===== src/rtl/fetch_pkg.sv =====
// Shared fetch-stage defaults, queue-level width helper and the default queue entry layout.
// Pure declarations; no logic, no latency.
package fetch_pkg;

  localparam int unsigned DEF_PC_STEP  = 4;
  localparam int unsigned DEF_RESET_PC = 0;
  localparam int unsigned DEF_IWIDTH   = 32;
  localparam int unsigned DEF_PC_WIDTH = 32;

  typedef struct packed {
    logic [DEF_IWIDTH-1:0]   instr;
    logic [DEF_PC_WIDTH-1:0] pc;
  } fetch_entry_t;

  // Occupancy must represent 0..DEPTH inclusive.
  function automatic int unsigned level_width(input int unsigned depth);
    return $clog2(depth) + 1;
  endfunction

endpackage


===== src/rtl/fetch_queue.sv =====
// Synchronous FIFO with flush; push/pop take effect at the next edge, head is a register mux.
// No internal backpressure: the caller never pushes when full unless it also pops.
module fetch_queue
  import fetch_pkg::*;
#(
  parameter int unsigned WIDTH = 64,
  parameter int unsigned DEPTH = 4
) (
  input  logic                          clk,
  input  logic                          rst_n,
  input  logic                          flush_i,
  input  logic                          push_i,
  input  logic [WIDTH-1:0]              push_dat_i,
  input  logic                          pop_i,
  output logic [WIDTH-1:0]              head_dat_o,
  output logic [level_width(DEPTH)-1:0] level_o,
  output logic                          full_o,
  output logic                          empty_o
);

  localparam int unsigned LW = level_width(DEPTH);
  localparam int unsigned PW = $clog2(DEPTH);

  logic [WIDTH-1:0] mem_q [DEPTH];
  logic [PW-1:0]    wr_ptr_q;
  logic [PW-1:0]    rd_ptr_q;
  logic [LW-1:0]    level_q;

  always_ff @(posedge clk) begin
    if (!rst_n) begin
      for (int i = 0; i < DEPTH; i++) begin
        mem_q[i] <= '0;
      end
      wr_ptr_q <= '0;
      rd_ptr_q <= '0;
      level_q  <= '0;
    end else if (flush_i) begin
      wr_ptr_q <= '0;
      rd_ptr_q <= '0;
      level_q  <= '0;
    end else begin
      if (push_i) begin
        mem_q[wr_ptr_q] <= push_dat_i;
        wr_ptr_q        <= wr_ptr_q + PW'(1);
      end
      if (pop_i) begin
        rd_ptr_q <= rd_ptr_q + PW'(1);
      end
      case ({push_i, pop_i})
        2'b10:   level_q <= level_q + LW'(1);
        2'b01:   level_q <= level_q - LW'(1);
        default: level_q <= level_q;
      endcase
    end
  end

  assign head_dat_o = mem_q[rd_ptr_q];
  assign level_o    = level_q;
  assign full_o     = (level_q == LW'(DEPTH));
  assign empty_o    = (level_q == '0);

endmodule


===== src/rtl/instruction_prefetch.sv =====
// Fetch stage: one outstanding sequential request, DEPTH-entry prefetch queue, redirect flush.
// Zero-wait memory gives 1 instr/cycle; requests stop while queue plus in-flight slot is full.
module instruction_prefetch
  import fetch_pkg::*;
#(
  parameter int unsigned IWIDTH   = 32,
  parameter int unsigned AWIDTH   = 32,
  parameter int unsigned PC_WIDTH = 32,
  parameter int unsigned DEPTH    = 4,
  parameter int unsigned PC_STEP  = DEF_PC_STEP,
  parameter int unsigned RESET_PC = DEF_RESET_PC
) (
  input  logic                          f_clk,
  input  logic                          f_rst,
  output logic                          f_o_syn,
  output logic [AWIDTH-1:0]             f_o_addr_instr,
  input  logic                          f_i_ack,
  input  logic [IWIDTH-1:0]             f_i_instr,
  input  logic                          f_change_pc,
  input  logic [PC_WIDTH-1:0]           f_alu_pc_value,
  input  logic                          f_i_stall,
  output logic                          f_o_ce,
  output logic [IWIDTH-1:0]             f_o_instr,
  output logic [PC_WIDTH-1:0]           f_pc,
  output logic                          f_o_stall,
  output logic [level_width(DEPTH)-1:0] f_o_level
);

  localparam int unsigned         LW         = level_width(DEPTH);
  localparam logic [PC_WIDTH-1:0] STEP       = PC_WIDTH'(PC_STEP);
  localparam logic [PC_WIDTH-1:0] ALIGN_MASK = ~PC_WIDTH'(PC_STEP - 1);
  localparam logic [LW-1:0]       DEPTH_LVL  = LW'(DEPTH);

  typedef struct packed {
    logic [IWIDTH-1:0]   instr;
    logic [PC_WIDTH-1:0] pc;
  } entry_t;

  logic                syn_q, syn_d;
  logic [AWIDTH-1:0]   addr_q, addr_d;
  logic [PC_WIDTH-1:0] req_pc_q, req_pc_d;
  logic [PC_WIDTH-1:0] pc_q, pc_d;
  logic                discard_q, discard_d;

  logic                acked;
  logic                push;
  logic                pop;
  logic                bus_free;
  logic                issue;
  logic [PC_WIDTH-1:0] base_pc;
  logic [LW-1:0]       lvl_next;
  logic                q_empty;
  logic                q_full;
  entry_t              push_entry;
  entry_t              head_entry;

  // pc_q is the PC of the next request to issue; req_pc_q tags the one on the bus.
  always_comb begin
    acked    = syn_q & f_i_ack;
    push     = acked & ~discard_q & ~f_change_pc;
    pop      = f_o_ce & ~f_i_stall;
    base_pc  = f_change_pc ? (f_alu_pc_value & ALIGN_MASK) : pc_q;
    bus_free = ~syn_q | f_i_ack;

    lvl_next = f_o_level;
    if (f_change_pc) begin
      lvl_next = '0;
    end else if (push && !pop) begin
      lvl_next = f_o_level + LW'(1);
    end else if (pop && !push) begin
      lvl_next = f_o_level - LW'(1);
    end

    // The next request's slot is reserved as soon as it issues.
    issue = bus_free & (lvl_next < DEPTH_LVL);

    syn_d     = syn_q;
    addr_d    = addr_q;
    req_pc_d  = req_pc_q;
    pc_d      = base_pc;
    discard_d = discard_q;

    if (acked) begin
      discard_d = 1'b0;
    end else if (syn_q && f_change_pc) begin
      discard_d = 1'b1;
    end

    if (bus_free) begin
      syn_d = issue;
      if (issue) begin
        addr_d   = base_pc[AWIDTH-1:0];
        req_pc_d = base_pc;
        pc_d     = base_pc + STEP;
      end
    end
  end

  always_ff @(posedge f_clk) begin
    if (!f_rst) begin
      syn_q     <= 1'b0;
      addr_q    <= '0;
      req_pc_q  <= '0;
      pc_q      <= PC_WIDTH'(RESET_PC);
      discard_q <= 1'b0;
    end else begin
      syn_q     <= syn_d;
      addr_q    <= addr_d;
      req_pc_q  <= req_pc_d;
      pc_q      <= pc_d;
      discard_q <= discard_d;
    end
  end

  assign push_entry = '{instr: f_i_instr, pc: req_pc_q};

  fetch_queue #(
    .WIDTH ($bits(entry_t)),
    .DEPTH (DEPTH)
  ) u_queue (
    .clk        (f_clk),
    .rst_n      (f_rst),
    .flush_i    (f_change_pc),
    .push_i     (push),
    .push_dat_i (push_entry),
    .pop_i      (pop),
    .head_dat_o (head_entry),
    .level_o    (f_o_level),
    .full_o     (q_full),
    .empty_o    (q_empty)
  );

  assign f_o_syn        = syn_q;
  assign f_o_addr_instr = addr_q;
  assign f_o_ce         = ~q_empty & ~f_change_pc;
  assign f_o_instr      = head_entry.instr;
  assign f_pc           = head_entry.pc;
  assign f_o_stall      = q_full;

endmodule

===== config.mk =====
export PLATFORM = sky130hd
export DESIGN_NAME = instruction_prefetch
export DESIGN_NICKNAME = d
export VERILOG_FILES = /design/src/rtl/fetch_pkg.sv /design/src/rtl/fetch_queue.sv /design/src/rtl/instruction_prefetch.sv
export SDC_FILE = /design/constraint.sdc
export NUM_CORES = 1
export LEC_CHECK = 0
export CORE_MARGIN = 5
export CORE_UTILIZATION = 50
export CTS_CLUSTER_DIAMETER = 60
export DETAILED_ROUTE_END_ITERATION = 8
export PLACE_DENSITY_LB_ADDON = 0.15
export SYNTH_ARGS = -nofsm -noshare
export SYNTH_HDL_FRONTEND = slang
export SYNTH_SLANG_ARGS = --single-unit

===== constraint.sdc =====
create_clock -name f_clk -period 8.06 [get_ports f_clk]
set_clock_uncertainty 0.15 [all_clocks]
set_input_delay 1.209 -clock f_clk [delete_from_list [all_inputs] [get_ports f_clk]]
set_output_delay 1.209 -clock f_clk [all_outputs]
set_load 0.05 [all_outputs]

==> metrics, run 1 <==
Clk Latency, worst-skew pair=0.51 ns; diode count=0; hold wc startpoint=discard_q; Crit path max-delay family=buffers and inverters; PortBufs=168; Yosys reg bits=331; placed insts=1587; Synth Warn #=0; Worst VDD drop=0.141 mV; FFs w/ async S/R, synth=0%; hpwl dp=18700 um; RSZ-0062 raised after global routing=false; # setup viols final=0; # IOs=171; antenna viol nets, final=0; number of CTS-inserted buffers=36; syn nets=1170; Hold Path End=discard_q; Detailed Route Iter0 Violations=546; Final period util=59.0%; first-pass GRT wire length=50400 um; CP max stage cell=dfxtp_4; status=finished clean; H-tree depth=2; final std cells w/o fill=1652; layout cells sized above 1=13.7%; gr usage total=20.5%; clock sinks=331; Final Net Count=1322; Gate Count Post-Synth=1095; worst slew pin tran=1.18 ns; Critical R2R Launch=u_queue.level_o[0]; Clock transition at path regs=0.06 ns; EDFF count, synth=256; commonest non-fill, non-tap cell in the layout=nor2_1; Die Wd=179 um; core area=28000 um2; largest net degree at the start of global routing=66; cts hold-fix bufs=0; r2r setup slk=4.46 ns; die area=32000 um2; Reg-to-Reg End=pc_q[7]; kind of end point of the critical path=primary output; R2R depth=12; Max Freq=0.210 GHz; Max stage delay on crit path=0.76 ns; GP Congestion=0.800; post-synth cell types=62; total grt overflow=0; drc violations=0; critical path, cell by cell=buf_4, mux4_2, clkdlybuf4s50_1; commonest non-fill, non-tap cells in the layout=nor2_1 (265), edfxtp_1 (256), clkdlybuf4s50_1 (167); prevailing post-synth register cell=edfxtp_1; sequential fraction of the synthesis area=64.4%; Final min period=4.76 ns; Worst slew margin=21.4%; average wire per standard cell=19.8 um; hold path depth=2; initial antenna violation count=0; CP arrival=3.40 ns; WP buf/inv=2; area grow syn2layout=22.4%; Detailed Route WL=32700 um; pwr dens=228 nW/um2; max-cap viol count=0; required time worst endpoint=6.70 ns; root buf cell=clkbuf_16; setup bufs post-CTS=0; vias in the first global route=9137; worst-case clock buffer depth=3; CTS resizes=0; Hold Crit Class=flip-flop to flip-flop; CTS tree=yes; DRT Pass-1 Iters=5; critical path type=flip-flop to primary output; Lkg Pwr=6.69 nW; Chip Height=179 um; CP Launch Type=flip-flop; cell area after synthesis=14300 um2; final hold vios=0; # rows=61; vias=8942; Setup TNS=0 ns; Pins Over Slew Limit=0; initial core utilization=50.9%; CP max FO=37; vias per cell=5.41; post-synthesis average cell area=13.0 um2
-- routing by layer --
layer | track usage (%) | up-vias | routed length [um]
met1 | 28.0 | 4426 | 13900
met2 | 34.7 | 279 | 16200
li1 | - | 4197 | -
met5 | 0 | - | 0
met3 | 3.67 | 40 | 2080
met4 | 4.41 | 0 | 536
-- area by class of cell --
class | instances | area [um2]
Clock buffer | 45 | 1010
Inverter | 72 | 270
Fill cell | 2221 | 10600
Clock inverter | 20 | 183
Tap cell | 378 | 473
Sequential cell | 331 | 9200
Multi-Input combinational cell | 627 | 4570
Timing Repair Buffer | 179 | 1760
-- logic make-up after synthesis --
kind of cell | after synthesis | share of synthesized area (%)
and+or+nand+nor | 430 | 13.5
AOI/OAI and AO/OA | 72 | 3.82
DFF | 331 | 64.4
muxes | 94 | 12.3
xor gates and xnor gates | 25 | 1.53
buffers and inverters | 137 | 3.96
adders and majority gates | 6 | 0.526
-- flip-flops by register name (all words and copies together) (netlist names), named ones only --
signal,count
u_queue.rd_ptr_q,2
req_pc_q,32
pc_q,32
u_queue.level_o,3
u_queue.mem_q,256
f_o_syn,1
u_queue.wr_ptr_q,2
discard_q,1
-- worst max-delay path by stage --
stage | from | end | slack [ns] | depth (start not counted)
floorplan | f_change_pc | u_queue.mem_q[0][0] | 0.93 | 4
global placement | f_change_pc | pc_q[7] | 2.90 | 11
detailed placement | f_change_pc | pc_q[7] | 2.84 | 11
CTS | flip-flop | f_pc[15] | 3.18 | 3
global route | f_change_pc | pc_q[7] | 3.04 | 11
finish | flip-flop | f_pc[15] | 3.30 | 3
-- cells in the mapped netlist, types with 2 or more instances --
cell,count,area [um2]
nor2_1,265,995
edfxtp_1,256,7690
nand2_1,88,330
dfxtp_1,75,1500
inv_1,71,267
mux4_2,64,1440
clkbuf_1,40,150
a211oi_1,27,203
mux2i_1,24,240
buf_2,20,100
a21oi_1,18,90.1
xor2_1,17,149
nand3_1,14,70.1
nor3_1,10,50.1
xnor2_1,8,70.1
and3_1,7,43.8
ha_1,6,75.1
nand3b_1,6,45.0
mux2_2,5,56.3
o21ai_0,5,25.0
nand2b_1,4,25.0
nand4_1,4,25.0
nor2b_1,4,25.0
nor4_2,4,50.1
a21o_1,3,22.5
a32oi_1,3,26.3
buf_4,3,22.5
nor4_1,3,18.8
a21oi_2,2,17.5
a22oi_2,2,25.0
and2_1,2,12.5
buf_6,2,22.5
nand3b_4,2,40.0
nor3_4,2,32.5
or3_1,2,12.5
-- worst reg2reg max path: stages (launching register included) --
cell and delay (ns):
dfxtp_1 0.39, inv_1 0.08, ha_1 0.21, a21oi_1 0.17, and2b_1 0.24, inv_1 0.06, ha_1 0.19, nand3b_2 0.24
a41oi_2 0.30, and2_2 0.98, nand3_1 0.21, xnor2_1 0.21, nor2_1 0.05
-- metrics by stage --
stage | util (%) | setup slack [ns] | hold WS, ns | instance area [um2] | total power [mW]
floorplan | - | 0.932 | 0.295 | 14300 | 2.23
global placement | 58.1 | 2.90 | 0.311 | 16300 | 2.37
detailed placement | 58.1 | 2.84 | 0.325 | 16300 | 2.37
CTS | 62.3 | 3.18 | 0.339 | 17500 | 4.01
global route | 62.3 | 3.04 | 0.371 | 17500 | 4.11
finish | 62.3 | 3.30 | 0.337 | 17500 | 3.98
-- power by group --
part           switching (mW)  leakage [nW]  internal [mW]  total (mW)
clock network           0.660         0.584          0.984        1.64
registers              0.0333          3.27           1.91        1.94
logic                   0.251          2.83          0.139       0.389
total                   0.944          6.69           3.03        3.98
(Power assumes the default switching activity.)
==> run 2: changes to the inputs <==
clock period = 4.9 ns   (was 8.06 ns; I/O delays follow)
==> run 2 against run 1 <==
Critical path type unchanged. Via count down 0.15%. Highest routed layer unchanged. Cell count up 0.48%. Core utilization rose by 0.63 points. Register-to-register slack lost 2.8 ns. Critical endpoint is now f_pc[0].
==> metrics, run 2 (synthesis results as in run 1) <==
PortBufs=168 (unchanged); core area=28000 um2 (unchanged); drc violations=0 (unchanged); # IOs=171 (unchanged); vias per cell=5.38 (-0.63%); required time worst endpoint=4.01 ns (-2.69 ns); CTS tree=yes; # setup viols final=0 (unchanged); setup bufs post-CTS=0 (unchanged); internal power=5.07 mW (+67%); status=finished clean; Lkg Pwr=6.76 nW (+1.2%); hpwl dp=19600 um (+5.0%); pwr dens=375 nW/um2 (+65%); Psw=1.54 mW (+63%); most flop-heavy register=u_queue.mem_q; initial antenna violation count=0 (unchanged); CP arrival=2.84 ns (-0.56 ns); largest net degree at the start of global routing=66 (unchanged); commonest non-fill, non-tap cell in the layout=nor2_1; layout cells sized above 1=14.1% (+0.46 points); Die Wd=179 um (unchanged); vias=8929 (-0.15%); Hold Crit Class=flip-flop to flip-flop; kind of end point of the critical path=primary output; Worst slew margin=29.7% (+8.3 points); number of CTS-inserted buffers=37 (+2.8%); final hold vios=0 (unchanged); Clk Latency, worst-skew pair=0.51 ns (about the same); Worst VDD drop=0.230 mV (+63%); Largest register FFs=256 (unchanged); initial core utilization=50.9% (unchanged); Clk pwr share=41.8% (+0.5 points); total grt overflow=0 (unchanged); CTS resizes=0 (unchanged); placed insts=1594 (+0.44%); area grow syn2layout=23.6%; worst slew pin tran=1.05 ns (-0.124 ns); worst-case clock buffer depth=3 (unchanged); critical path type=flip-flop to primary output; Detailed Route Iter0 Violations=708 (+30%); Detailed Route WL=32700 um (-0.15%); root buf cell=clkbuf_16; Pins Over Slew Limit=0 (unchanged); antenna viol nets, final=0 (unchanged); H-tree depth=2 (unchanged); GP Congestion=0.820 (+2.5%); Comb pwr share=9.8% (about the same); diode count=0 (unchanged); first-pass GRT wire length=51200 um (+1.6%); DRT Pass-1 Iters=5 (unchanged); CP Launch Type=flip-flop; Max Freq=0.268 GHz; Chip Height=179 um (unchanged); Final period util=76.0%; Fin Hold WS=0.348 ns (+0.0119 ns); sequential power share=48.4% (-0.5 points); Clock transition at path regs=0.06 ns (about the same); RSZ-0062 raised after global routing=false; clock sinks=331 (unchanged); max-cap viol count=0 (unchanged); Sw Share=23.3% (-0.44 points); gr usage total=20.7% (+0.20 points); Final Net Count=1330 (+0.61%); average wire per standard cell=19.7 um (-0.63%); commonest non-fill, non-tap cells in the layout=nor2_1 (265), edfxtp_1 (256), clkdlybuf4s50_1 (167); biggest regs=u_queue.mem_q x256, pc_q x32, req_pc_q x32; CP max FO=24 (-35%); final std cells w/o fill=1660 (+0.48%); # rows=61 (unchanged); cts hold-fix bufs=0 (unchanged); vias in the first global route=9222 (+0.93%); Final min period=3.73 ns; die area=32000 um2 (unchanged)
## run 2: final timing paths
check        endpoint               start  cells after the start  slack [ns]
max reg2reg  pc_q[20]  u_queue.level_o[0]                     12        1.61
max           f_pc[0]           flip-flop                      3        1.17
min reg2reg   pc_q[1]             pc_q[1]                      1        0.35
min           pc_q[1]             pc_q[1]                      1        0.35
## run 2: area by class of cell
type,count,area (um2)
repair buffers,186,1900
clock inverters,19,200
well taps,378,473
inverters,72,270
clock buffers,47,1030
flip-flops and latches,331,9200
fillers,2178,10400
multi-input cells,627,4570
## run 2: per-layer routing
metal	GRT usage [%]	routed length, um	up-vias
met5	0	0	-
met4	5.12	725	0
met3	3.29	1920	47
met2	34.9	16100	264
met1	28.4	13900	4407
li1	-	-	4211
## run 2: power by group through the flow
stage	logic, mW	registers [mW]	clock network (mW)
final	0.651	3.20	2.76
after global routing	0.690	3.21	2.94
after CTS	0.658	3.20	2.81
after detailed placement	0.656	3.26	0
after global placement	0.653	3.25	0
after floorplan	0.334	3.32	0
## run 2: through the flow
step | util (%) | cell area, um2 | total power, mW | setup TNS, ns | worst slack [ns]
4_1_cts | 63.0 | 17600 | 6.67 | 0 | 1.08
3_5_place_dp | 58.6 | 16400 | 3.92 | 0 | 0.866
3_3_place_gp | 58.6 | 16400 | 3.91 | 0 | 0.888
2_1_floorplan | - | 14300 | 3.66 | -5.30 | -0.0276
6_report | 63.0 | 17600 | 6.61 | 0 | 1.17
5_1_grt | 63.0 | 17600 | 6.84 | 0 | 0.998
## run 2: worst max-delay path, stage by stage (launching register included)
cell,delay (ns)
dfxtp_4,0.50
buf_4,0.49
mux4_2,0.60
clkdlybuf4s50_1,0.72
==> run 3: changes to the inputs <==
clock period = 3.68 ns   (was 4.9 ns; I/O delays follow)
==> run 3 against run 2 <==
Sequential share of layout area grew 0.31 points. Flip-flop and latch count unchanged. Largest power group unchanged. Power rose by 26%. Critical endpoint is now f_pc[20]. Worst setup slack got worse by 0.92 ns.
==> metrics, run 3 (synthesis results as in run 1) <==
R2R depth=12 (unchanged); vias=8950 (+0.24%); Final min period=3.43 ns; # setup viols final=0 (unchanged); gr usage total=20.3% (-0.39 points); Lkg Pwr=6.71 nW (-0.75%); Max stage delay on crit path=0.74 ns (+0.02 ns); placed insts=1601 (+0.44%); Largest register FFs=256 (unchanged); Worst slew margin=34.1% (+4.3 points); DRT Pass-1 Iters=5 (unchanged); clock sinks=331 (unchanged); Fin Hold WS=0.348 ns (+0.0000100 ns); CP max FO=19 (-21%); initial core utilization=50.9% (unchanged); H-tree depth=2 (unchanged); Pins Over Slew Limit=0 (unchanged); CP arrival=2.73 ns (-0.11 ns); vias in the first global route=9257 (+0.38%); die area=32000 um2 (unchanged); Chip Height=179 um (unchanged); status=finished clean; CP Launch Type=flip-flop; diode count=0 (unchanged); Max Freq=0.292 GHz; hpwl dp=19800 um (+1.1%); commonest non-fill, non-tap cells in the layout=nor2_1 (265), edfxtp_1 (256), clkdlybuf4s50_1 (167); Detailed Route Iter0 Violations=595 (-16%); root buf cell=clkbuf_16; largest net degree at the start of global routing=65 (-1.5%); biggest regs=u_queue.mem_q x256, pc_q x32, req_pc_q x32; most used routing layer in global routing=met2; # IOs=171 (unchanged); Final period util=93.2%; Worst VDD drop=0.257 mV (+12%); Worst setup endpoint=f_pc[20]; Reg-to-Reg End=pc_q[16]; Fill cells=2220 (+1.9%); r2r setup slk=0.47 ns (-1.14 ns); commonest non-fill, non-tap cell in the layout=nor2_1; worst slew pin tran=0.989 ns (-0.0650 ns); worst-case clock buffer depth=3 (unchanged); final hold vios=0 (unchanged); # rows=61 (unchanged); drc violations=0 (unchanged); pwr dens=477 nW/um2 (+27%); critical path type=flip-flop to primary output; required time worst endpoint=2.98 ns (-1.03 ns); max-cap viol count=0 (unchanged); Detailed Route WL=32000 um (-2.2%); GP Congestion=0.799 (-2.5%); layout cells sized above 1=13.8% (-0.33 points); total grt overflow=0 (unchanged); CP max stage cell=clkdlybuf4s50_1; area grow syn2layout=22.9%; worst setup margin=0.250 ns (-0.924 ns); cts hold-fix bufs=0 (unchanged); kind of end point of the critical path=primary output; first-pass GRT wire length=50300 um (-1.9%); Core Util, Final=62.6% (-0.37 points); setup bufs post-CTS=0 (unchanged); Clock transition at path regs=0.06 ns (about the same); RSZ-0062 raised after global routing=false; core area=28000 um2 (unchanged); final std cells w/o fill=1662 (+0.12%); Clk Latency, worst-skew pair=0.51 ns (about the same); critical path, cell by cell=buf_4, mux4_2, clkdlybuf4s50_1; placed inst area=16500 um2 (+0.50%); GRT met1 Usage=27.9% (-0.47 points); met2 usage=33.9% (-0.99 points); antenna viol nets, final=0 (unchanged); most flop-heavy register=u_queue.mem_q; number of CTS-inserted buffers=36 (-2.7%); Place WS=0.251 ns (-0.615 ns); met3 usage=3.65% (+0.36 points); average wire per standard cell=19.2 um (-2.3%); PortBufs=168 (unchanged); Hold Crit Class=flip-flop to flip-flop; CTS resizes=0 (unchanged); Die Wd=179 um (unchanged); Critical R2R Launch=u_queue.level_o[0]; vias per cell=5.39 (+0.11%); CTS tree=yes; Final Net Count=1336 (+0.45%); initial antenna violation count=0 (unchanged); Final Cell Area=17500 um2 (-0.58%)
==> run 3: cell types whose count changed in the layout (fill, tap and decap cells not counted), moves of 2 or more <==
cell / before / now
clkbuf_1: 6 / 13
buf_4: 11 / 16
bufinv_16: 4 / 0
clkinv_2: 5 / 1
buf_12: 7 / 9
clkbuf_16: 39 / 37
clkinvlp_4: 2 / 0
inv_6: 1 / 3
==> run 3: worst max-delay path, delay by kind of cell, from the launching register on <==
family,cells,cell delay [ns]
muxes,1,0.53
DFF,1,0.62
buffers and inverters,2,1.06
==> run 3: metrics by stage <==
stage	total power [mW]	TNS (ns)
floorplan	4.87	-210.79
global placement	5.20	0
detailed placement	5.21	0
CTS	8.44	0
global route	8.67	0
finish	8.36	0
==> run 3: how the worst min path moves through the flow <==
stage	to	start	cells past startpoint	slack, ns
floorplan	discard_q	discard_q	2	0.29
global placement	discard_q	discard_q	2	0.31
detailed placement	discard_q	discard_q	2	0.33
CTS	discard_q	discard_q	2	0.34
global route	discard_q	discard_q	2	0.35
finish	discard_q	discard_q	2	0.35
==> run 3: metal layers <==
layer  wire (um)  part of all wire (%)  up-vias
li1            -                     -     4222
met1       14000                    44     4461
met2       15600                    49      232
met3        1780                   5.6       35
met4         565                   1.8        0
met5           0                     0        -
==> run 3: where the power goes <==
group / internal [mW] / switching (mW)
clock network: 1.87 / 1.36
logic: 0.319 / 0.548
registers: 4.19 / 0.0727
==> run 3: cell type report <==
type                    instances  area (um2)  share of cell area [%]
well taps                     378         473                    2.70
clock inverters                10        53.8                   0.307
inverters                      72         270                    1.54
clock buffers                  51         988                    5.64
flip-flops and latches        331        9200                    52.4
multi-input cells             627        4580                    26.1
repair buffers                193        1980                    11.3
